File: config.mk
export PLATFORM = sky130hd
export DESIGN_NAME = bram_arbiter
export DESIGN_NICKNAME = d
export VERILOG_FILES = /design/src/rtl/bram_arbiter.sv
export SDC_FILE = /design/constraint.sdc
export NUM_CORES = 1
export LEC_CHECK = 0
export ABC_AREA = 1
export BUFFER_PORTS_ARGS = -buffer_cell sky130_fd_sc_hd__buf_2
export CORE_AREA = 2 2 83 85
export DETAILED_ROUTE_END_ITERATION = 8
export DIE_AREA = 0 0 85 87
export GPL_ROUTABILITY_DRIVEN = 0
export PLACE_DENSITY = 0.71
export SLEW_MARGIN = 20
export SYNTH_ARGS = -nofsm -noshare
export SYNTH_HDL_FRONTEND = slang
export SYNTH_SLANG_ARGS = --single-unit
File: constraint.sdc
create_clock -name clk -period 2.5 [get_ports clk]
set_clock_uncertainty 0.05 [all_clocks]
set_input_delay 0.125 -clock clk [delete_from_list [all_inputs] [get_ports clk]]
set_output_delay 0.125 -clock clk [all_outputs]
set_load 0.05 [all_outputs]
File: src/rtl/bram_arbiter.sv
`timescale 1ns/1ps
// Purpose: shares one simple-dual-port BRAM between requesters A and B; optional post-reset clear sweep.
// Latency: request accepted at edge k -> BRAM port driven after k -> x_rvalid/x_rdata high after edge k+2.
// Backpressure: combinational x_ready; an ungranted requester holds its request; read responses cannot be stalled.
//
// Ports:
//   clk, rst                      clock and synchronous active-high reset
//   a_* / b_*                     valid/ready request (we, addr, wdata) and rvalid/rdata response per requester
//   bram_wr_en/addr/data          registered BRAM write port
//   bram_rd_addr, bram_rd_data    registered BRAM read address, data returned one cycle later
//   init_done                     high once the clear sweep has finished (or immediately without sweep)
module bram_arbiter #(
    parameter int               ABITS          = 8,
    parameter int               DBITS          = 8,
    parameter bit               CLEAR_ON_RESET = 1'b1,
    parameter logic [DBITS-1:0] CLEAR_VALUE    = '0
) (
    input  logic             clk,
    input  logic             rst,
    input  logic             a_valid,
    output logic             a_ready,
    input  logic             a_we,
    input  logic [ABITS-1:0] a_addr,
    input  logic [DBITS-1:0] a_wdata,
    output logic             a_rvalid,
    output logic [DBITS-1:0] a_rdata,
    input  logic             b_valid,
    output logic             b_ready,
    input  logic             b_we,
    input  logic [ABITS-1:0] b_addr,
    input  logic [DBITS-1:0] b_wdata,
    output logic             b_rvalid,
    output logic [DBITS-1:0] b_rdata,
    output logic             bram_wr_en,
    output logic [ABITS-1:0] bram_wr_addr,
    output logic [DBITS-1:0] bram_wr_data,
    output logic [ABITS-1:0] bram_rd_addr,
    input  logic [DBITS-1:0] bram_rd_data,
    output logic             init_done
);

    typedef enum logic {ST_CLEAR, ST_RUN} state_t;

    localparam logic [ABITS-1:0] LAST_ADDR = '1;

    state_t           state;
    state_t           state_nxt;
    logic [ABITS-1:0] clr_cnt;
    logic             rr_ptr;       // 0: A wins the next contention, 1: B wins

    logic             run;
    logic             a_rd, a_wr, b_rd, b_wr;
    logic             rd_conflict, wr_conflict;
    logic             rd_gnt_a, rd_gnt_b, wr_gnt_a, wr_gnt_b;
    logic             rd_any, wr_any, collide;
    logic [ABITS-1:0] rd_addr_sel, wr_addr_sel;
    logic [DBITS-1:0] wr_data_sel;

    // Read tag pipeline: stage 1 = address at BRAM, stage 2 = data on bram_rd_data.
    logic             s1_vld, s1_b, s2_vld, s2_b;

    always_comb begin
        state_nxt   = state;
        run         = (state == ST_RUN) && !rst;
        a_rd        = run && a_valid && !a_we;
        a_wr        = run && a_valid &&  a_we;
        b_rd        = run && b_valid && !b_we;
        b_wr        = run && b_valid &&  b_we;
        rd_conflict = a_rd && b_rd;
        wr_conflict = a_wr && b_wr;

        rd_gnt_a    = a_rd && (!b_rd || !rr_ptr);
        rd_gnt_b    = b_rd && (!a_rd ||  rr_ptr);
        rd_any      = rd_gnt_a || rd_gnt_b;
        rd_addr_sel = rd_gnt_b ? b_addr : a_addr;

        wr_gnt_a    = a_wr && (!b_wr || !rr_ptr);
        wr_gnt_b    = b_wr && (!a_wr ||  rr_ptr);
        wr_addr_sel = wr_gnt_b ? b_addr  : a_addr;
        wr_data_sel = wr_gnt_b ? b_wdata : a_wdata;

        // A write to the address being read this cycle waits one cycle so the
        // read returns the old contents without relying on BRAM collision rules.
        collide = rd_any && (wr_gnt_a || wr_gnt_b) && (rd_addr_sel == wr_addr_sel);
        if (collide) begin
            wr_gnt_a = 1'b0;
            wr_gnt_b = 1'b0;
        end
        wr_any  = wr_gnt_a || wr_gnt_b;

        a_ready = rd_gnt_a || wr_gnt_a;
        b_ready = rd_gnt_b || wr_gnt_b;

        if (state == ST_CLEAR && clr_cnt == LAST_ADDR) begin
            state_nxt = ST_RUN;
        end
    end

    always_ff @(posedge clk) begin
        if (rst) begin
            state        <= CLEAR_ON_RESET ? ST_CLEAR : ST_RUN;
            clr_cnt      <= '0;
            rr_ptr       <= 1'b0;
            init_done    <= 1'b0;
            bram_wr_en   <= 1'b0;
            bram_wr_addr <= '0;
            bram_wr_data <= '0;
            bram_rd_addr <= '0;
            s1_vld       <= 1'b0;
            s1_b         <= 1'b0;
            s2_vld       <= 1'b0;
            s2_b         <= 1'b0;
            a_rvalid     <= 1'b0;
            b_rvalid     <= 1'b0;
            a_rdata      <= '0;
            b_rdata      <= '0;
        end else begin
            state     <= state_nxt;
            init_done <= (state_nxt == ST_RUN);

            if (state == ST_CLEAR) begin
                clr_cnt      <= clr_cnt + 1'b1;
                bram_wr_en   <= 1'b1;
                bram_wr_addr <= clr_cnt;
                bram_wr_data <= CLEAR_VALUE;
            end else begin
                bram_wr_en <= wr_any;
                if (wr_any) begin
                    bram_wr_addr <= wr_addr_sel;
                    bram_wr_data <= wr_data_sel;
                end
            end

            if (rd_any) begin
                bram_rd_addr <= rd_addr_sel;
            end

            // Only one of the two can be set in a cycle: each requester has one request.
            if (rd_conflict || wr_conflict) begin
                rr_ptr <= ~rr_ptr;
            end

            s1_vld   <= rd_any;
            s1_b     <= rd_gnt_b;
            s2_vld   <= s1_vld;
            s2_b     <= s1_b;
            a_rvalid <= s2_vld && !s2_b;
            b_rvalid <= s2_vld &&  s2_b;
            if (s2_vld && !s2_b) begin
                a_rdata <= bram_rd_data;
            end
            if (s2_vld && s2_b) begin
                b_rdata <= bram_rd_data;
            end
        end
    end

endmodule

==> results.toml, run 1 <==
[layout]
drive_gt1_frac = 0.301
layout_commonest_cell = "nand2_1"
final_cell_mix = "nand2_1 (130), buf_2 (90), dfxtp_1 (56), nor2_1 (54), inv_1 (36)"
diodes = 0
syn2layout_area_growth_pct = 36.4
nets = 587
finalNonFillerCells = 625
post-route-cell-area_um2 = 3890

[detailed_routing]
drtIter0Drc = 119
via_per_inst = 4.96
vias = 3102
finalWirelength_um = 8050
final_antenna_net_count = 0
first_pass_iters = 4
drc = 0
routedWlPerCell_um = 12.9

[worst_setup_path]
path_cells = "nand2_4, nor3_4, buf_6, buf_6, nand3_1, nand2_1, nor2_1, nor2_1, nand2_1, nor2_2, nand3_4, nand2_2, o211ai_1, buf_4"
path_buf_inv = 3
cp_top_family = "simple AND/OR/NAND/NOR gates"
worst_setup_path_start_kind = "flip-flop"
rr_endpoint = "bram_wr_data[7]$_SDFFE_PP0P_"
rrSetupSlack_ps = 180
slowest_delay_ps = 370
critPathCapture = "a_ready"
cp_slowest_cell = "dfxtp_4"
crit_cells = 14
cp.arrival_ps = 2290
rr_worst_depth = 15
cp_max_fo = 8
crit_start = "state$_SDFFE_PP0P_"
crit_required_ps = 2330
end_kind = "output pin"
worstReg2RegStart = "state$_SDFFE_PP0P_"
crit_type = "reg2out"

[floorplan]
num_rows = 30
core_area_um2 = 6570
io_pins = 92
die_w_um = 85
die_h_um = 87
dieArea_um2 = 7400
start_util = 0.434

[synth]
ys_ff_latch = 57
synth.distinct_cells = 34
ys_warn_count = 0
synth_edf_count = 0
async_flop_share = 0
synthesis.nets = 471
netlist_instances = 424
netlist_area_um2 = 2850
synth-main-ff-cell = "dfxtp_1"
ys_seq_area_frac = 0.400
syn_avg_cell_area_um2 = 6.73

[clocking]
cts_tree = "done"
clockBufferDepth = 2
cts_root_buf = "clkbuf_8"
clock_sinks = 57
htreeDepth = 3
clkLatencyLatePin_ps = 330
numCtsBuffers = 9
cts.clk_slew.worst_paths_ps = 70

[placement]
port_buffers = 91
dp.cells = 590
dp_hpwl_um = 5540
dpl-instance-area_um2 = 3390

[run_status]
status = "finished clean"

[hold_path]
min_path_type = "in2reg"

[timing]
max_slew_margin = 0.611
post-route-min-period_ps = 2470
hold_viol_final = 0
report.final.slew_viol_count = 0
rsz0062_at_grt = "yes"
setup_violations = 0
tightest_slew_ps = 581
fin_crit_sh = 0.987
fmax_mhz = 405

[grt]
grtUsageTotal = 0.213
grt_start_max_net_pins = 32
antenna_found_initial = 0
grt_pass1_vias = 2880
grt_pass1_wl_um = 12800
grt-ovfl-total = 0

[pwr]
peakVddDrop_uv = 355
powerDensity_nw_per_um2 = 503
leakage_uw = 0.00196

[job]
max_cap_violations = 0
[tightest hold or removal path, cell delays in order]
cell and delay, ps:
buf_2 90, o21ai_0 80, nor2_1 80
[worst min path at each step]
stage,start,to,slack (ps),depth (start not counted)
after floorplan,bram_rd_data[0],a_rdata[0]$_SDFFE_PP0P_,210,2
after CTS,bram_rd_data[0],b_rdata[0]$_SDFFE_PP0P_,20,3
after global routing,bram_rd_data[0],a_rdata[0]$_SDFFE_PP0P_,70,3
after global placement,bram_rd_data[0],a_rdata[0]$_SDFFE_PP0P_,320,3
after detailed placement,bram_rd_data[5],a_rdata[5]$_SDFFE_PP0P_,320,3
final,bram_rd_data[0],b_rdata[0]$_SDFFE_PP0P_,40,3
[where the power goes]
part | switching (uW) | internal [uW]
sequential | 4.63 | 915
clock | 380 | 488
combinational | 102 | 68.7
[cells by family (layout without fill, tap and decap cells)]
logic type / count (synthesis) / count (layout) / synth area share
flip-flops: 57 / 57 / 0.400
adder cells (fa/ha/maj): 1 / 1 / 0.00438
AO/OA/AOI/OAI: 66 / 66 / 0.128
AND/OR/NAND/NOR: 243 / 243 / 0.380
buffers and inverters: 57 / 178 / 0.0886
[what timing repair did]
item	CTS	global route
gates cloned	0	2
hold buffers	7	0
pin swaps	2	5
setup endpoints to repair	6	18
buffers inserted	5	5
endpoints found under the hold margin	7	0
gates resized for setup	7	27
[area by class of cell]
class                           instances  area [um^2]
Sequential cell                        57         1140
Clock buffer                           10          138
Clock inverter                          6         67.6
Tap cell                               80          100
Timing Repair Buffer                  119          729
Inverter                               43          170
Fill cell                             594         2680
Multi-Input combinational cell        310         1540
[layer usage]
layer | up-vias | global-route usage | wire (um)
li1 | 1590 | - | -
met1 | 1388 | 0.266 | 3530
met2 | 114 | 0.362 | 3870
met3 | 10 | 0.0483 | 561
met4 | 0 | 0.0765 | 89
met5 | - | 0 | 0
[per-stage QoR]
stage / TNS (ps) / utilization / hold WS, ps / power (uW) / setup WS [ps]
CTS: 0 / 0.568 / 17.3 / 1960 / 3.58
global route: -166 / 0.593 / 65.2 / 2030 / -109
detailed placement: 0 / 0.516 / 318 / 1090 / 4.12
finish: 0 / 0.593 / 36.4 / 1960 / 33.2
global placement: 0 / 0.516 / 317 / 1090 / 80.2
floorplan: 0 / - / 210 / 1030 / 77.3
[registers in the layout, indices dropped and copies added, names as in the netlist]
| register | count |
|---|---|
| bram_wr_addr | 8 |
| s1_b | 1 |
| bram_wr_data | 8 |
| bram_rd_addr | 8 |
| rr_ptr | 1 |
| state | 1 |
| b_rvalid | 1 |
| s2_vld | 1 |
| bram_wr_en | 1 |
| clr_cnt | 8 |
| s2_b | 1 |
| s1_vld | 1 |
| b_rdata | 8 |
| a_rvalid | 1 |
| a_rdata | 8 |
[synthesized netlist by cell type, drive strengths merged (5+ instances only)]
cell	number	share of area
a21oi	20	0.036
dfxtp	57	0.40
clkbuf	5	0.0066
buf	9	0.025
o21ai	35	0.063
nor2	58	0.083
o211ai	9	0.024
nor3	5	0.013
nand2	144	0.20
inv	40	0.053
nand3	29	0.054
Power figures use the tool's default switching activity.
==> inputs of run 2 (changes only) <==
--- a/config.mk
+++ b/config.mk
@@ -9,5 +9,5 @@
 export BUFFER_PORTS_ARGS = -buffer_cell sky130_fd_sc_hd__buf_2
-export CORE_AREA = 2 2 83 85
+export CORE_AREA = 5 5 86 88
 export DETAILED_ROUTE_END_ITERATION = 8
-export DIE_AREA = 0 0 85 87
+export DIE_AREA = 0 0 91 93
 export GPL_ROUTABILITY_DRIVEN = 0
--- a/constraint.sdc
+++ b/constraint.sdc
@@ -4,2 +4,2 @@
 set_output_delay 0.125 -clock clk [all_outputs]
-set_load 0.05 [all_outputs]
+set_load 0.005 [all_outputs]
==> results.toml, run 2 (same netlist as run 1, synthesis figures left out) <==
[worst_setup_path]
crit_start = "state$_SDFFE_PP0P_"
worst_setup_path_start_kind = "flip-flop"
crit_required_ps = 2330
cp_max_fo = 8
end_kind = "output pin"
worstReg2RegStart = "state$_SDFFE_PP0P_"
crit_type = "reg2out"
cp.arrival_ps = 2280

[grt]
use_met2 = 0.316
grt-ovfl-total = 0
grt_start_max_net_pins = 32
antenna_found_initial = 0
met3_usage = 0.0555
grt_busiest_layer = "met2"
met1_usage = 0.219
grt_pass1_vias = 2834
grtUsageTotal = 0.183
grt_pass1_wl_um = 12700

[timing]
setup_violations = 0
fin_crit_sh = 0.983
max_slew_margin = 0.667
fmax_mhz = 407
report.final.slew_viol_count = 0
hold_viol_final = 0
whs_ps = 13.9
rsz0062_at_grt = "yes"
post-route-min-period_ps = 2460
tightest_slew_ps = 498

[run_status]
status = "finished clean"

[floorplan]
num_rows = 30
start_util = 0.434
die_w_um = 91
die_h_um = 93
core_area_um2 = 6570
io_pins = 92
dieArea_um2 = 8460

[pwr]
power_frac_comb = 0.073
intPower_uw = 1670
seq_power_share = 0.432
peakVddDrop_uv = 306
powerDensity_nw_per_um2 = 557
clkPwrFrac = 0.495
switching_power_uw = 461
swShare = 0.216
leakage_uw = 0.00195
finalPower_uw = 2130

[layout]
multiInputGateArea_um2 = 1520
syn2layout_area_growth_pct = 34.0
drive_gt1_frac = 0.276
register_area_um2 = 1140
layout_commonest_cell = "nand2_1"
diodes = 0
fillers = 620
finalNonFillerCells = 619
nets = 581
final_cell_mix = "nand2_1 (135), buf_2 (91), dfxtp_1 (56), nor2_1 (55), inv_1 (36)"

[placement]
dp.cells = 590
dp_hpwl_um = 5820
port_buffers = 91

[job]
max_cap_violations = 0

[clocking]
clkLatencyLatePin_ps = 340
cts_root_buf = "clkbuf_8"
clock_sinks = 57
numCtsBuffers = 9
clockBufferDepth = 2
cts.clk_slew.worst_paths_ps = 70
cts_tree = "done"
htreeDepth = 3

[detailed_routing]
final_antenna_net_count = 0
drtIter0Drc = 156
first_pass_iters = 4
finalWirelength_um = 7930
routedWlPerCell_um = 12.8
via_per_inst = 4.95
drc = 0
vias = 3065

[hold_path]
min_path_type = "in2reg"
hold_path.startpoint = "bram_rd_data[0]"
[run 2: cell types whose count changed in the layout (fill, tap and decap cells not counted), sizes merged]
cell,change
buf,-6
clkinvlp,-1
nand4,+1
bufinv,+2
clkinv,-2
[run 2: final cells by class]
cell class              instances  share of cell area
multi-input cells             311               0.399
inverters                      43              0.0438
well taps                      80              0.0262
clock inverters                 5              0.0268
repair buffers                112               0.168
clock buffers                  11              0.0370
flip-flops and latches         57               0.299
[run 2: power groups by stage]
stage | Combinational, uW | Clock (uW) | Sequential [uW]
6_report | 156 | 1050 | 920
5_1_grt | 176 | 1110 | 920
4_1_cts | 150 | 1070 | 921
3_5_place_dp | 140 | 0 | 941
3_3_place_gp | 137 | 0 | 941
2_1_floorplan | 73.8 | 0 | 940
[run 2: critical path: stages, from the launching register on]
cell and delay [ps]:
dfxtp_4 380, inv_4 50, nor2_8 190, nand4_4 180, buf_12 190, nand3b_1 100
nand2_1 70, nand2_1 60, nand2_1 60, inv_1 60, nand2_2 50, nor2_2 110
nand3_2 130, nand2_2 100, o211ai_1 70, buf_2 130
[run 2: path summary, 6_finish.rpt]
check,to,slack [ps],cells past startpoint
hold reg to reg,s2_vld$_SDFF_PP0_,360,2
hold / removal,a_rdata[0]$_SDFFE_PP0P_,10,3
setup reg to reg,bram_wr_data[2]$_SDFFE_PP0P_,140,16
setup / recovery,a_ready,40,15
[run 2: routing by layer]
metal	part of all wire	up-vias
li1	-	1577
met1	0.44	1385
met2	0.48	87
met3	0.064	16
met4	0.017	0
met5	0	-
[run 2: timing repair]
item,4_1_cts,5_1_grt
setup buffers,1,4
endpoints found under the setup margin,2,10
pin swaps,0,8
endpoints found under the hold margin,8,0
cloned,0,1
hold buffers,7,0
resized for setup,4,10
[run 2: through the flow]
step                      setup TNS (ps)   util  instance area, um^2  setup slack, ps
after floorplan                        0      -                 2850              335
after global placement                 0  0.516                 3390              123
after detailed placement               0  0.516                 3390             42.5
after CTS                              0  0.569                 3740             43.0
after global routing                -390  0.582                 3820             -105
final                                  0  0.582                 3820             42.5
==> inputs of run 3 (changes only) <==
- GPL_TIMING_DRIVEN: not set -> 0
- clock period: 2.5 -> 3 ns (I/O delays scaled with it)
==> results.toml, run 3 (same netlist as run 1, synthesis figures left out) <==
[run_status]
status = "finished clean"

[detailed_routing]
vias = 3005
drtIter0Drc = 254
drc = 0
via_per_inst = 4.89
final_antenna_net_count = 0
routedWlPerCell_um = 12.7
first_pass_iters = 4
finalWirelength_um = 7820

[timing]
post-route-min-period_ps = 2840
hold_viol_final = 0
whs_ps = 8.53
fin_tns_setup_ps = 0
max_slew_margin = 0.662
setup_violations = 0
fmax_mhz = 352
fin_crit_sh = 0.948
report.final.slew_viol_count = 0
tightest_slew_ps = 506

[clocking]
cts_tree = "done"
cts.clk_slew.worst_paths_ps = 60
htreeDepth = 3
numCtsBuffers = 9
cts_root_buf = "clkbuf_8"
cts_resized = 0
clock_sinks = 57
clockBufferDepth = 2
clkLatencyLatePin_ps = 340

[layout]
post-route-util = 0.559
post-route-cell-area_um2 = 3670
fillers = 673
multiInputGateArea_um2 = 1460
nets = 577
layout_commonest_cell = "nand2_1"
diodes = 0
syn2layout_area_growth_pct = 28.7
register_area_um2 = 1140
drive_gt1_frac = 0.252
final_cell_mix = "nand2_1 (137), buf_2 (93), dfxtp_1 (57), nor2_1 (56), inv_1 (36)"

[grt]
grt_pass1_vias = 2839
grt_pass1_wl_um = 12800
grt_start_max_net_pins = 11
grtUsageTotal = 0.185
antenna_found_initial = 0
grt-ovfl-total = 0

[worst_setup_path]
crit_type = "in2out"
cpMostUsedCell = "nor2_1"
rrSetupSlack_ps = 460
cp_top_family = "buffers and inverters"
path_cells = "dlygate4sd3_1, buf_6, nor2_8, nand3_1, inv_2, nand2_2, buf_4, o21ai_1, nor2_1, nor2_1, nand3_2, nand2_1, o211ai_1, buf_2"
worst_setup_path_start_kind = "input port"
critPathCapture = "a_ready"
worstReg2RegStart = "state$_SDFFE_PP0P_"
cp_slowest_cell = "dlygate4sd3_1"
path_buf_inv = 5
crit_required_ps = 2800
end_kind = "output pin"
cp.arrival_ps = 2640
crit_cells = 14
crit_start = "rst"
rr_worst_depth = 14
rr_endpoint = "bram_wr_addr[3]$_SDFFE_PP0P_"
slowest_delay_ps = 570
cp_max_fo = 10

[pwr]
peakVddDrop_uv = 261
finalPower_uw = 1660
leakage_uw = 0.00188
powerDensity_nw_per_um2 = 451

[placement]
dp_hpwl_um = 5960
port_buffers = 90
dpl-instance-area_um2 = 3400

[floorplan]
die_w_um = 91
dieArea_um2 = 8460
io_pins = 92
core_area_um2 = 6570
die_h_um = 93
num_rows = 30
start_util = 0.434

[hold_path]
min_path_type = "in2reg"

[job]
max_cap_violations = 0
[run 3: layout make-up]
cell class | count | area share
repair buffers | 95 | 0.138
inverters | 43 | 0.0443
multi-input cells | 310 | 0.397
plain buffers | 14 | 0.0245
flip-flops and latches | 57 | 0.311
clock buffers | 11 | 0.0358
clock inverters | 5 | 0.0218
well taps | 80 | 0.0272
[run 3: what timing repair did]
action                                 CTS  global route
hold buffers                             3             0
endpoints found under the hold margin    4             0
setup endpoints to repair                0             2
buffers inserted                         0             2
[run 3: worst min path at each step]
stage	startpoint	end	slack, ps	cells after the start
after floorplan	bram_rd_data[0]	a_rdata[0]$_SDFFE_PP0P_	230	2
after global placement	bram_rd_data[7]	a_rdata[7]$_SDFFE_PP0P_	340	3
after detailed placement	bram_rd_data[3]	a_rdata[3]$_SDFFE_PP0P_	340	3
after CTS	bram_rd_data[2]	a_rdata[2]$_SDFFE_PP0P_	2	3
after global routing	bram_rd_data[2]	a_rdata[2]$_SDFFE_PP0P_	4	3
final	bram_rd_data[5]	a_rdata[5]$_SDFFE_PP0P_	9	3
[run 3: per-layer routing]
metal	part of all wire	track usage
met1	0.45	0.230
met2	0.47	0.300
met3	0.060	0.0475
met4	0.020	0.0856
met5	0	0
[run 3: tightest hold or removal path, cell delays in order]
cell and delay (ps):
buf_2 90, nor2_1 40, nor2_1 80
[run 3: metrics by stage]
stage	cells	setup WS [ps]
2_1_floorplan	424	835
3_3_place_gp	594	512
3_5_place_dp	594	449
4_1_cts	613	133
5_1_grt	615	-11.1
6_report	615	157
[run 3: power by group]
group | leakage, uW | switching, uW | internal (uW)
Combinational | 0.00132 | 69.5 | 51.0
Sequential | 0.000460 | 4.32 | 763
Clock | 0.0000995 | 301 | 466
Total | 0.00188 | 375 | 1280
